[src/rtl/csr_pkg.sv]
// Shared CSR layouts, cause codes and privilege encodings, plus trap sequencer types.
package csr_pkg;

    localparam logic [1:0] PRIV_U = 2'b00;
    localparam logic [1:0] PRIV_S = 2'b01;
    localparam logic [1:0] PRIV_M = 2'b11;

    localparam logic [63:0] MCAUSE_INTERRUPT_MASK = 64'h8000_0000_0000_0000;
    localparam logic [63:0] MCAUSE_ILLEGAL_INSN   = 64'd2;
    localparam logic [63:0] MCAUSE_BREAKPOINT     = 64'd3;
    localparam logic [63:0] MCAUSE_ECALL_U        = 64'd8;
    localparam logic [63:0] MCAUSE_ECALL_M        = 64'd11;
    localparam logic [63:0] MCAUSE_MSI            = 64'd3;
    localparam logic [63:0] MCAUSE_MTI            = 64'd7;
    localparam logic [63:0] MCAUSE_MEI            = 64'd11;

    typedef struct packed {
        logic [50:0] rsvd_63_13;
        logic [1:0]  mpp;
        logic [2:0]  rsvd_10_8;
        logic        mpie;
        logic [2:0]  rsvd_6_4;
        logic        mie;
        logic [2:0]  rsvd_2_0;
    } mstatus_t;

    localparam int unsigned MIRQ_MSI = 3;
    localparam int unsigned MIRQ_MTI = 7;
    localparam int unsigned MIRQ_MEI = 11;

    typedef enum logic [1:0] {
        StIdle,
        StDrain,
        StCommit,
        StRedirect
    } trap_state_t;

    typedef struct packed {
        logic        is_mret;
        logic [63:0] epc;
        logic [63:0] cause;
        logic [63:0] tval;
    } trap_ctx_t;

endpackage

[src/rtl/irq_prio.sv]
// Pending machine-interrupt encoder: MEI > MSI > MTI, all other bits ignored.
module irq_prio
    import csr_pkg::*;
(
    input  logic [63:0] i_pending,
    output logic        o_valid,
    output logic [3:0]  o_code
);

    logic w_unused;
    assign w_unused = ^{i_pending[63:12], i_pending[10:8], i_pending[6:4], i_pending[2:0]};

    always_comb begin
        o_valid = 1'b1;
        o_code  = 4'd0;
        if (i_pending[MIRQ_MEI]) begin
            o_code = 4'(MIRQ_MEI);
        end else if (i_pending[MIRQ_MSI]) begin
            o_code = 4'(MIRQ_MSI);
        end else if (i_pending[MIRQ_MTI]) begin
            o_code = 4'(MIRQ_MTI);
        end else begin
            o_valid = 1'b0;
        end
    end

endmodule

[src/rtl/trap_ctrl.sv]
// Machine-mode trap sequencer: drain, CSR update, privilege update, fetch redirect.
// Optional TRAP_VECTORED_EN enables vectored interrupt targets when mtvec mode is 01.
module trap_ctrl
    import csr_pkg::*;
#(
    parameter logic [1:0] RESET_PRIV = PRIV_M
) (
    input  logic        clk,
    input  logic        reset_n,
    input  logic        exc_valid,
    input  logic [63:0] exc_cause,
    input  logic [63:0] exc_pc,
    input  logic [63:0] exc_tval,
    input  logic        mret_valid,
    input  logic        int_ok,
    input  logic [63:0] next_pc,
    input  logic        pipe_empty,
    input  logic [63:0] mstatus,
    input  logic [63:0] mie,
    input  logic [63:0] mip,
    input  logic [63:0] mtvec,
    input  logic [63:0] mepc,
    output logic        busy,
    output logic        flush,
    output logic [3:0]  csr_we,
    output logic [63:0] mepc_wdata,
    output logic [63:0] mcause_wdata,
    output logic [63:0] mtval_wdata,
    output logic [63:0] mstatus_wdata,
    output logic        redirect_valid,
    output logic [63:0] redirect_pc,
    output logic [1:0]  priv
);

    trap_state_t r_state, w_state_next;
    trap_ctx_t   r_ctx, w_ctx_next;
    logic [1:0]  r_priv, w_priv_next;
    mstatus_t    w_ms_in, w_ms_out;
    logic        w_irq_valid, w_irq_take;
    logic [3:0]  w_irq_code;
    logic [63:0] w_trap_base, w_trap_target;

    assign w_ms_in     = mstatus_t'(mstatus);
    assign w_trap_base = {mtvec[63:2], 2'b00};
    assign priv        = r_priv;

    irq_prio u_irq_prio (
        .i_pending (mip & mie),
        .o_valid   (w_irq_valid),
        .o_code    (w_irq_code)
    );

    // Interrupts are globally enabled below M, or in M only when mstatus.mie is set.
    assign w_irq_take = int_ok && w_irq_valid && ((r_priv != PRIV_M) || w_ms_in.mie);

`ifdef TRAP_VECTORED_EN
    assign w_trap_target = (mtvec[1:0] == 2'b01 && r_ctx.cause[63]) ?
                           w_trap_base + {58'd0, r_ctx.cause[3:0], 2'b00} : w_trap_base;
`else
    logic w_unused_mode;
    assign w_unused_mode = ^mtvec[1:0];
    assign w_trap_target = w_trap_base;
`endif

    always_ff @(posedge clk or negedge reset_n) begin
        if (!reset_n) begin
            r_state <= StIdle;
            r_ctx   <= '0;
            r_priv  <= RESET_PRIV;
        end else begin
            r_state <= w_state_next;
            r_ctx   <= w_ctx_next;
            r_priv  <= w_priv_next;
        end
    end

    always_comb begin
        w_state_next = r_state;
        w_ctx_next   = r_ctx;
        w_priv_next  = r_priv;
        unique case (r_state)
            StIdle: begin
                if (exc_valid) begin
                    w_ctx_next   = '{is_mret: 1'b0, epc: exc_pc, cause: exc_cause, tval: exc_tval};
                    w_state_next = StDrain;
                end else if (mret_valid) begin
                    w_ctx_next   = '{is_mret: 1'b1, epc: '0, cause: '0, tval: '0};
                    w_state_next = StDrain;
                end else if (w_irq_take) begin
                    w_ctx_next   = '{is_mret: 1'b0, epc: next_pc,
                                     cause: MCAUSE_INTERRUPT_MASK | {60'd0, w_irq_code},
                                     tval: '0};
                    w_state_next = StDrain;
                end
            end
            StDrain: begin
                if (pipe_empty) begin
                    w_state_next = StCommit;
                end
            end
            StCommit: begin
                w_state_next = StRedirect;
                w_priv_next  = r_ctx.is_mret ? w_ms_in.mpp : PRIV_M;
            end
            StRedirect: begin
                w_state_next = StIdle;
            end
            default: begin
                w_state_next = StIdle;
            end
        endcase
    end

    always_comb begin
        busy           = (r_state != StIdle);
        flush          = busy;
        csr_we         = 4'b0000;
        mepc_wdata     = '0;
        mcause_wdata   = '0;
        mtval_wdata    = '0;
        mstatus_wdata  = '0;
        redirect_valid = 1'b0;
        redirect_pc    = '0;
        w_ms_out       = w_ms_in;
        if (r_state == StCommit) begin
            if (r_ctx.is_mret) begin
                csr_we        = 4'b1000;
                w_ms_out.mie  = w_ms_in.mpie;
                w_ms_out.mpie = 1'b1;
                w_ms_out.mpp  = PRIV_U;
            end else begin
                csr_we        = 4'b1111;
                mepc_wdata    = r_ctx.epc;
                mcause_wdata  = r_ctx.cause;
                mtval_wdata   = r_ctx.tval;
                w_ms_out.mpie = w_ms_in.mie;
                w_ms_out.mie  = 1'b0;
                w_ms_out.mpp  = r_priv;
            end
            mstatus_wdata = w_ms_out;
        end
        if (r_state == StRedirect) begin
            redirect_valid = 1'b1;
            redirect_pc    = r_ctx.is_mret ? mepc : w_trap_target;
        end
    end

endmodule

[config.mk]
export PLATFORM = sky130hd
export DESIGN_NAME = trap_ctrl
export DESIGN_NICKNAME = d
export VERILOG_FILES = /design/src/rtl/csr_pkg.sv /design/src/rtl/irq_prio.sv /design/src/rtl/trap_ctrl.sv
export SDC_FILE = /design/constraint.sdc
export NUM_CORES = 1
export LEC_CHECK = 0
export ABC_AREA = 1
export ABC_CLOCK_PERIOD_IN_PS = 1500
export BUFFER_PORTS_ARGS = -buffer_cell sky130_fd_sc_hd__buf_2
export CAP_MARGIN = 20
export CORE_AREA = 3 3 352 354
export CTS_BUF_LIST = sky130_fd_sc_hd__clkbuf_2 sky130_fd_sc_hd__clkbuf_4 sky130_fd_sc_hd__clkbuf_8
export DETAILED_ROUTE_END_ITERATION = 7
export DIE_AREA = 0 0 355 357
export GPL_TIMING_DRIVEN = 0
export SLEW_MARGIN = 25
export SYNTH_ARGS = -nofsm -noshare
export SYNTH_HDL_FRONTEND = slang
export SYNTH_SLANG_ARGS = --single-unit
[constraint.sdc]
create_clock -name clk -period 1.5 [get_ports clk]
set_input_delay 0.075 -clock clk [delete_from_list [all_inputs] [get_ports clk]]
set_output_delay 0.075 -clock clk [all_outputs]
set_load 0.1 [all_outputs]
==> results of run 1 <==
-- where the power goes --
part           total (mW)  internal [mW]  switching [mW]  leakage (nW)
sequential           9.84           7.64            2.20          2.55
combinational        55.3           20.0            35.3          10.5
clock                4.14           1.41            2.72         0.193
-- synth_stat cells, drive strengths merged (4+ instances only) --
library cell / instances / share of area (%)
nand3: 8 / 0.35
a22oi: 64 / 4.2
inv: 72 / 2.4
buf: 94 / 6.2
clkbuf: 50 / 1.6
o21ai: 252 / 11
a21oi: 4 / 0.17
nand2: 597 / 20
dfrtp: 195 / 43
nor2: 327 / 11
ha: 5 / 0.55
-- metrics by stage --
step	std cells	worst slack [ns]	power [mW]	setup TNS (ns)	area, µm²
after floorplan	1673	-1.65	35.5	-438.18	12400
after global placement	4083	-3.63	44.5	-1257.78	18300
after detailed placement	4086	-1.89	44.8	-533.85	18400
after CTS	4400	-1.21	55.1	-424.77	24100
after global routing	4505	-1.13	71.9	-395.33	30600
final	4516	-0.992	69.2	-338.99	30600
-- worst register-to-register path, stage by stage, from the launching register on --
cell	delay (ns)
dfstp_2	0.64
nand2_1	0.08
nor2_1	0.09
nor2_1	0.08
nand2_2	0.17
nand2_4	0.11
nand2_8	0.14
buf_12	0.18
buf_6	0.17
nand2_1	0.10
o21ai_1	0.16
-- cell usage in the layout, fill, tap and decap left out, drive strengths merged --
cell,n
nand2,597
dfrtp,195
ha,5
nand3,8
bufinv,1
clkinvlp,4
diode,28
inv,78
or2,1
clkbuf,81
a21oi,4
o21ai,252
nor2,327
dfstp,2
nor3,2
clkinv,3
buf,976
a22oi,64
dlygate4sd3,263
-- worst max-delay path by stage --
stage               slack [ns]        from  depth (start not counted)           endpoint
global route             -1.13  r_state[0]                         10  mstatus_wdata[11]
finish                   -0.99  r_state[0]                         10  mstatus_wdata[11]
detailed placement       -1.89  r_state[0]                          8      mepc_wdata[2]
floorplan                -1.65  r_state[0]                          6   mcause_wdata[18]
CTS                      -1.21  r_state[0]                          9     mepc_wdata[25]
global placement         -3.63     reset_n                          1         r_ctx[116]
-- timing repair --
action                     CTS  global route
buffers inserted            13            62
gates resized for setup    713          1472
hold endpoints to repair   392             0
setup endpoints to repair  526           526
pin swaps                    6           152
hold buffers               263             0
cloned                       6            32
-- per-layer routing --
layer  track usage [%]  wire length, µm  vias to the layer above
met4              6.40             5830                       46
met1              18.5            44500                     8500
met3              7.25            11900                      287
li1                  -                -                     7680
met5                 0              317                        -
met2              23.9            51500                     1113
-- flip-flops by register name (all words and copies together), names as in the netlist --
name	flops
r_ctx	193
r_state	2
priv	2
-- cells by family after synthesis --
family / synth area share, %
compound gates: 15.3
flops: 43.0
fa+ha+maj: 0.545
simple gates: 30.9
buf+inv: 10.2
-- layout make-up --
class / instances / area share (%)
Sequential cell: 197 / 16.1
Clock inverter: 14 / 0.523
Inverter: 72 / 1.11
Multi-Input combinational cell: 1260 / 26.7
Timing Repair Buffer: 1163 / 42.2
Clock buffer: 18 / 0.788
Antenna cell: 28 / 0.229
Buffer: 139 / 5.69
Tap cell: 1625 / 6.63
==> impl_metrics.toml, run 1 <==
[synthesis]
yosys_warnings = 0
syn_area_um2 = 11500
ys_seq_area_share_pct = 43.0
syn_inst = 1673
synth_enable_flop_cells = 0
synth_cell_types = 22
ys.flop_type = "dfrtp_1"
syn_nets = 2260
syn_avg_cell_area_um2 = 6.86
async_reset_ff_share_pct = 100
ys_seq_elements = 197

[critical_path]
cpMaxStageDelayCell = "dfrtp_1"
cp.arrival_ns = 2.42
critPathRequiredTime_ns = 1.42
startpoint_type = "flip-flop"
crit_chain = "inv_2 > ha_4 > buf_12 > inv_16 > buf_16 > buf_12 > nor2_4 > inv_2 > nor2_4 > buf_12"
worstReg2RegStart = "priv[1]"
slowest_delay_ns = 0.43
path_buf_inv = 7
crit_top_cell = "buf_12"
critPathKind = "reg2out"
reg2reg_slack_ns = -0.52
cp-end-kind = "output pin"
critPathTopFamily = "buffers and inverters"
crit_fanout = 7
ff2ff_path_depth = 10
timing.rr.end = "r_ctx[11]"

[sta]
fin_crit_sh_pct = 166
fin_hold_ws_ns = 0.0950
finalSetupViolCount = 526
rsz0062_at_grt = "true"
fmax_mhz = 401
final_max_slew_viol_count = 0
worst_slew_pin_slew_ns = 0.890
min_period_ns = 2.49
final.setup_skew_ns = 0.0273
setup_slack_ns = -0.992
timing_hold_violations_final = 0
relSlewSlack_pct = 40.7

[routing]
drt-total-wl_um = 114000
antenna_left = 0
drt_iter0_drc = 1326
routed-via-count = 17600
dr.pass1.iters = 5
viasPerCell = 3.90
drc = 0
wl_per_cell_um = 25.3

[global_route]
antenna_found_initial = 70
grt_max_degree = 81
grt_pass1_wl_um = 133000
grt_use_total_pct = 15.5
overflow = 0
grt_pass1_vias = 16400

[clock_tree]
cts_tree = "done"
clk_pin_slew_ns = 0.14
numClockSinks = 197
clock_latency_ns = 0.65
h-tree-depth = 4
cts_buffer_depth = 2
cts_buffers = 17
clockRootBuffer = "clkbuf_8"

[die]
io_pins = 911
dieArea_um2 = 127000
initial_core_util_pct = 9.45
row_count = 128
core-area_um2 = 121000
die_w_um = 355
die_h_um = 357

[layout]
nNetsFinal = 3437
drive_above_1_share_pct = 53.1
filler_cell_count = 12600
seqCellArea_um2 = 4930
fin_util_pct = 25.2
multi_input_comb_area_um2 = 8190
syn_to_final_growth_pct = 167

[power]
ir_drop_uv = 1470
p_leak_nw = 13.2
p_per_area_nw_per_um2 = 2260

[run_status]
status = "finished, violations left"
violations = "setup timing"

[job]
maxCapViolations = 0

[worst_hold_path]
holdPathStages = 6
hold_start = "exc_valid"
hold_end = "r_ctx[64]"
hold_path_class = "in2reg"

[place]
hpwlAfterDp_um = 81200
port_buffers = 785
finalWeightedCongestion = 0.976
Power figures use the tool's default switching activity.
==> run 2: changes to the inputs <==
- ABC_CLOCK_PERIOD_IN_PS: 1500 -> 3100
- CORE_AREA: 3 3 352 354 -> 2 2 352 354
- DIE_AREA: 0 0 355 357 -> 0 0 354 356
- TNS_END_PERCENT: default -> 5
- clock period: 1.5 -> 3.1 ns (I/O delays scaled with it)
==> run 2 against run 1 <==
The run now ends clean; die area fell by 0.56%; register-to-register slack gained 1.6 ns; core utilization shrank 7.6 points; power fell by 65%; critical endpoint is now mtval_wdata[25]; largest power group unchanged; highest routed layer unchanged.
==> impl_metrics.toml, run 2 (synthesis gave the netlist of run 1 again) <==
[die]
dieArea_um2 = 126000
io_pins = 911
die_w_um = 354
row_count = 129
initial_core_util_pct = 9.36
die_h_um = 356
core-area_um2 = 123000

[routing]
dr.pass1.iters = 5
drt_iter0_drc = 1235
drt-total-wl_um = 102000
wl_per_cell_um = 23.2
routed-via-count = 16200
viasPerCell = 3.67
drc = 0
antenna_left = 0

[sta]
setup_slack_ns = 0.166
worst_slew_pin_slew_ns = 0.914
rsz0062_at_grt = "true"
timing_hold_violations_final = 0
fin_hold_ws_ns = 0.136
relSlewSlack_pct = 39.1
final.setup_skew_ns = 0.0306
min_period_ns = 2.93
final_max_slew_viol_count = 0
fmax_mhz = 341
finalSetupViolCount = 0
fin_crit_sh_pct = 94.6

[place]
finalWeightedCongestion = 0.944
port_buffers = 785
pre_cts_slack_ns = -0.232
hpwlAfterDp_um = 84500
place_area_um2 = 17600

[clock_tree]
cts_setup_buffers = 0
clockRootBuffer = "clkbuf_8"
h-tree-depth = 4
cts_buffer_depth = 2
clock_latency_ns = 0.65
cts_tree = "done"
clk_pin_slew_ns = 0.14
cts_buffers = 17
numClockSinks = 197

[global_route]
grt_use_total_pct = 15.8
grt_pass1_wl_um = 132000
grt_max_degree = 79
antenna_found_initial = 58
overflow = 0
grt_pass1_vias = 16000

[worst_hold_path]
hold_path_class = "in2reg"

[layout]
final_common_cell = "nand2_1"
fin_area_um2 = 21700
largest_reg_flops = 193
largest_register = "r_ctx"
nNetsFinal = 3333
final_cell_mix = "594 x nand2_1, 569 x buf_2, 305 x nor2_1, 265 x dlygate4sd3_1, 202 x o21ai_1"
filler_cell_count = 14000
syn_to_final_growth_pct = 88.8
drive_above_1_share_pct = 35.0

[critical_path]
crit_fanout = 10
critPathRequiredTime_ns = 2.94
cp.arrival_ns = 2.78
critPathKind = "reg2out"
cp-end-kind = "output pin"
startpoint_type = "flip-flop"

[power]
power_mw = 24.1
p_leak_nw = 10.8
p_per_area_nw_per_um2 = 1110
ir_drop_uv = 674

[job]
maxCapViolations = 0

[run_status]
status = "complete, no violations"
-- run 2: changes by cell type in the layout (fill, tap and decap cells not counted), sizes merged --
cell         change
clkinvlp         -2
buf            -127
diode           -10
dlygate4sd3      +2
clkbuf          +21
clkinv           +2
-- run 2: layer usage --
layer	share of wire [%]	wire [µm]	track usage (%)	up-vias
met5	0.16	168	0	-
met1	43	44200	20.1	7666
met4	2.9	3000	5.75	22
met3	12	12200	7.43	151
met2	42	42800	23.0	924
li1	-	-	-	7433
-- run 2: worst max-delay path, stage by stage, from the launching register on --
cell and delay (ns):
dfrtp_1 0.44, inv_1 0.12, ha_2 0.20, buf_4 0.21
inv_4 0.13, buf_6 0.21, clkbuf_4 0.24, nor2_2 0.28
buf_8 0.24
-- run 2: final timing paths --
kind / startpoint / end / slack [ns] / depth (start not counted)
max in group asynchronous: reset_n / r_ctx[132] / 1.97 / 4
setup reg to reg: r_state[0] / r_ctx[39] / 1.03 / 6
hold / removal: mie[7] / r_ctx[64] / 0.14 / 7
hold reg to reg: r_ctx[49] / r_ctx[49] / 0.50 / 2
min in group asynchronous: reset_n / r_ctx[14] / 0.64 / 4
setup / recovery: r_state[0] / mtval_wdata[25] / 0.17 / 8
-- run 2: power by group --
group          internal [mW]  switching, mW  leakage, nW
Clock                  0.701           1.31        0.207
Sequential              3.69          0.685         2.55
Combinational           3.69           14.0         8.02
-- run 2: cell type report --
type | instances | area [µm²] | share of cell area (%)
timing repair buffer | 1054 | 7490 | 34.6
inverter | 72 | 273 | 1.26
sequential | 197 | 4930 | 22.8
buffer | 144 | 1000 | 4.63
multi-input combinational | 1260 | 5450 | 25.2
clock buffer | 18 | 241 | 1.11
antenna | 18 | 45.0 | 0.208
clock inverter | 14 | 183 | 0.843
tap | 1637 | 2050 | 9.45
-- run 2: timing repair --
action / 4_1_cts / 5_1_grt
pin swaps: 0 / 0
hold endpoints to repair: 392 / 0
hold buffers: 266 / 0
resized for setup: 280 / 73
gates cloned: 0 / 0
endpoints found under the setup margin: 280 / 82
-- run 2: metrics by stage --
stage	std cells	TNS (ns)	util, %
2_1_floorplan	1673	-16.04	-
3_3_place_gp	4095	-403.51	14.3
3_5_place_dp	4098	-2.61	14.3
4_1_cts	4396	-0.148	17.5
5_1_grt	4404	-0.119	17.6
6_report	4414	0	17.7
==> run 3: changes to the inputs <==
- ABC_AREA: 1 -> default
- CORE_AREA: 2 2 352 354 -> 2 2 353 355
- DIE_AREA: 0 0 354 356 -> 0 0 355 357
==> run 3 against run 2 <==
Die area rose by 0.56%; sequential cell count did not move; non-clock buffer count fell by 24; final area rose by 0.26%; critical path depth did not move.
==> impl_metrics.toml, run 3 <==
[die]
core-area_um2 = 123000
dieArea_um2 = 127000
io_pins = 911
initial_core_util_pct = 9.38
row_count = 129
die_h_um = 357
die_w_um = 355

[critical_path]
cpMaxStageDelayCell = "dfrtp_1"
slowest_delay_ns = 0.42
cp-end-kind = "output pin"
critPathRequiredTime_ns = 2.94
crit_fanout = 10
startpoint_type = "flip-flop"
cp.arrival_ns = 2.83
critPathKind = "reg2out"
path_buf_inv = 5
crit_chain = "inv_1 > ha_4 > nor2b_4 > clkbuf_8 > buf_16 > clkbuf_2 > and2_1 > buf_4"
critPathTopFamily = "buffers and inverters"

[power]
p_clk_share_pct = 7.7
p_sw_mw = 16.2
ir_drop_uv = 699
p_leak_nw = 10.1
pwr-share-comb_pct = 75.2
p_per_area_nw_per_um2 = 1140
p_seq_share_pct = 17.2
p_int_mw = 8.53
netSwitchingFraction_pct = 65.5

[global_route]
globalRouteMet3Util_pct = 5.27
grt_use_total_pct = 15.4
grt_pass1_wl_um = 129000
overflow = 0
busiest_layer = "met2"
antenna_found_initial = 108
grtUsageMet2_pct = 25.4
grt_max_degree = 82
grtUsageMet1_pct = 17.7
grt_pass1_vias = 14400

[synthesis]
yosys_warnings = 0
synth_cell_types = 32
syn_nets = 1889
synthTopCellsByCount = "254 x and2_1, 195 x dfrtp_1, 129 x inv_1"
synth_enable_flop_cells = 0
ys.flop_type = "dfrtp_1"
async_reset_ff_share_pct = 100
syn_area_um2 = 11500
ys_seq_elements = 197
syn_inst = 1302
ys_seq_area_share_pct = 42.7
netlist.area_leader.share_pct = 42.3
synthTopCellsByArea = "dfrtp_1 42%, and2_1 14%, o21ai_2 6.1%"
yosysMostFrequentCell = "and2_1"
syn_avg_cell_area_um2 = 8.86
synth_largest_area_cell = "dfrtp_1"

[layout]
fin_area_um2 = 21700
final_common_cell = "buf_2"
multi_input_comb_area_um2 = 5510
syn_to_final_growth_pct = 88.3
filler_cell_count = 13900
stdcell_count = 4074
nNetsFinal = 2965
largest_reg_flops = 193
largest_register = "r_ctx"
seqCellArea_um2 = 4930
final_cell_mix = "594 x buf_2, 263 x dlygate4sd3_1, 241 x and2_1, 195 x dfrtp_1, 151 x buf_4"
fin_util_pct = 17.7
drive_above_1_share_pct = 41.7

[clock_tree]
cts_tree = "done"
h-tree-depth = 4
cts_buffer_depth = 2
clock_latency_ns = 0.63
clockRootBuffer = "clkbuf_8"
clk_pin_slew_ns = 0.11
cts_buffers = 17
numClockSinks = 197

[routing]
drt-total-wl_um = 101000
drt_iter0_drc = 980
viasPerCell = 3.56
wl_per_cell_um = 24.8
dr.pass1.iters = 5
routed-via-count = 14500
antenna_left = 0
drc = 0

[sta]
relSlewSlack_pct = 41.6
min_period_ns = 2.98
final.setup_skew_ns = 0.0162
rsz0062_at_grt = "true"
timing_hold_violations_final = 0
final_max_slew_viol_count = 0
worst_slew_pin_slew_ns = 0.876
fin_crit_sh_pct = 96.2
setup_slack_ns = 0.119
finalSetupViolCount = 0
fmax_mhz = 335

[job]
maxCapViolations = 0

[run_status]
status = "complete, no violations"

[place]
dp.cells = 3730
pre_cts_slack_ns = -1.25
finalWeightedCongestion = 0.964
hpwlAfterDp_um = 85100
port_buffers = 785
place_area_um2 = 17700

[worst_hold_path]
hold_path_class = "in2reg"
-- run 3: layout make-up --
| class | instances | area share (%) |
|---|---|---|
| antenna | 47 | 0.541 |
| buffer | 116 | 3.41 |
| clock buffer | 18 | 1.14 |
| clock inverter | 13 | 0.731 |
| inverter | 129 | 2.23 |
| multi-input combinational | 859 | 25.4 |
| sequential | 197 | 22.7 |
| tap | 1637 | 9.43 |
| timing repair buffer | 1058 | 34.4 |
-- run 3: final timing paths --
check	from	end	slack (ns)	cells after the start
setup / recovery	r_state[0]	mepc_wdata[17]	0.12	8
hold / removal	exc_pc[18]	r_ctx[146]	0.05	3
setup reg to reg	r_state[0]	r_ctx[128]	0.35	9
hold reg to reg	r_ctx[153]	r_ctx[153]	0.53	2
max in group asynchronous	reset_n	r_ctx[51]	2.49	3
min in group asynchronous	reset_n	r_ctx[66]	0.14	3
-- run 3: per-stage QoR --
step                hold WS [ns]  setup TNS, ns  power, mW
floorplan                 -0.141         -10.24       17.3
global placement           0.394        -744.27       21.6
detailed placement         0.116        -126.56       21.8
CTS                       0.0213        -0.0215       24.8
global route              0.0688         -0.177       25.7
finish                    0.0500              0       24.7
-- run 3: logic make-up after synthesis --
family                   after synthesis  share of synthesized area, %
AND/OR/NAND/NOR                      524                          25.4
AO/OA/AOI/OAI                        266                          16.0
buffers and inverters                246                          9.78
flip-flops                           197                          42.7
multiplexers                          64                          5.56
adder cells (fa/ha/maj)                5                         0.542
-- run 3: timing repair --
| item | 4_1_cts | 5_1_grt |
|---|---|---|
| endpoints found under the setup margin | 284 | 51 |
| hold buffers | 264 | 0 |
| gates resized for setup | 270 | 42 |
| setup buffers | 3 | 0 |
| hold endpoints to repair | 392 | 0 |
| pin swaps | 1 | 0 |
-- run 3: worst reg2reg max path, stage by stage, from the launching register on --
cell	delay, ns
dfrtp_1	0.42
inv_1	0.16
ha_1	0.17
clkbuf_4	0.26
nand2_1	0.13
o32ai_4	0.70
buf_6	0.33
buf_6	0.29
nor2_1	0.08
a21oi_1	0.14
-- run 3: metal layers --
metal  vias to the layer above  share of wire [%]
met2                       848                 46
met3                       241                9.1
met1                      6939                 39
met5                         -               0.23
li1                       6458                  -
met4                        36                5.7
-- run 3: power groups by stage --
stage	Clock (mW)	Combinational [mW]	Sequential (mW)
final	1.89	18.5	4.24
after global routing	2.06	19.3	4.36
after CTS	2.00	18.6	4.22
after detailed placement	0	17.5	4.26
after global placement	0	17.4	4.23
after floorplan	0	13.2	4.10
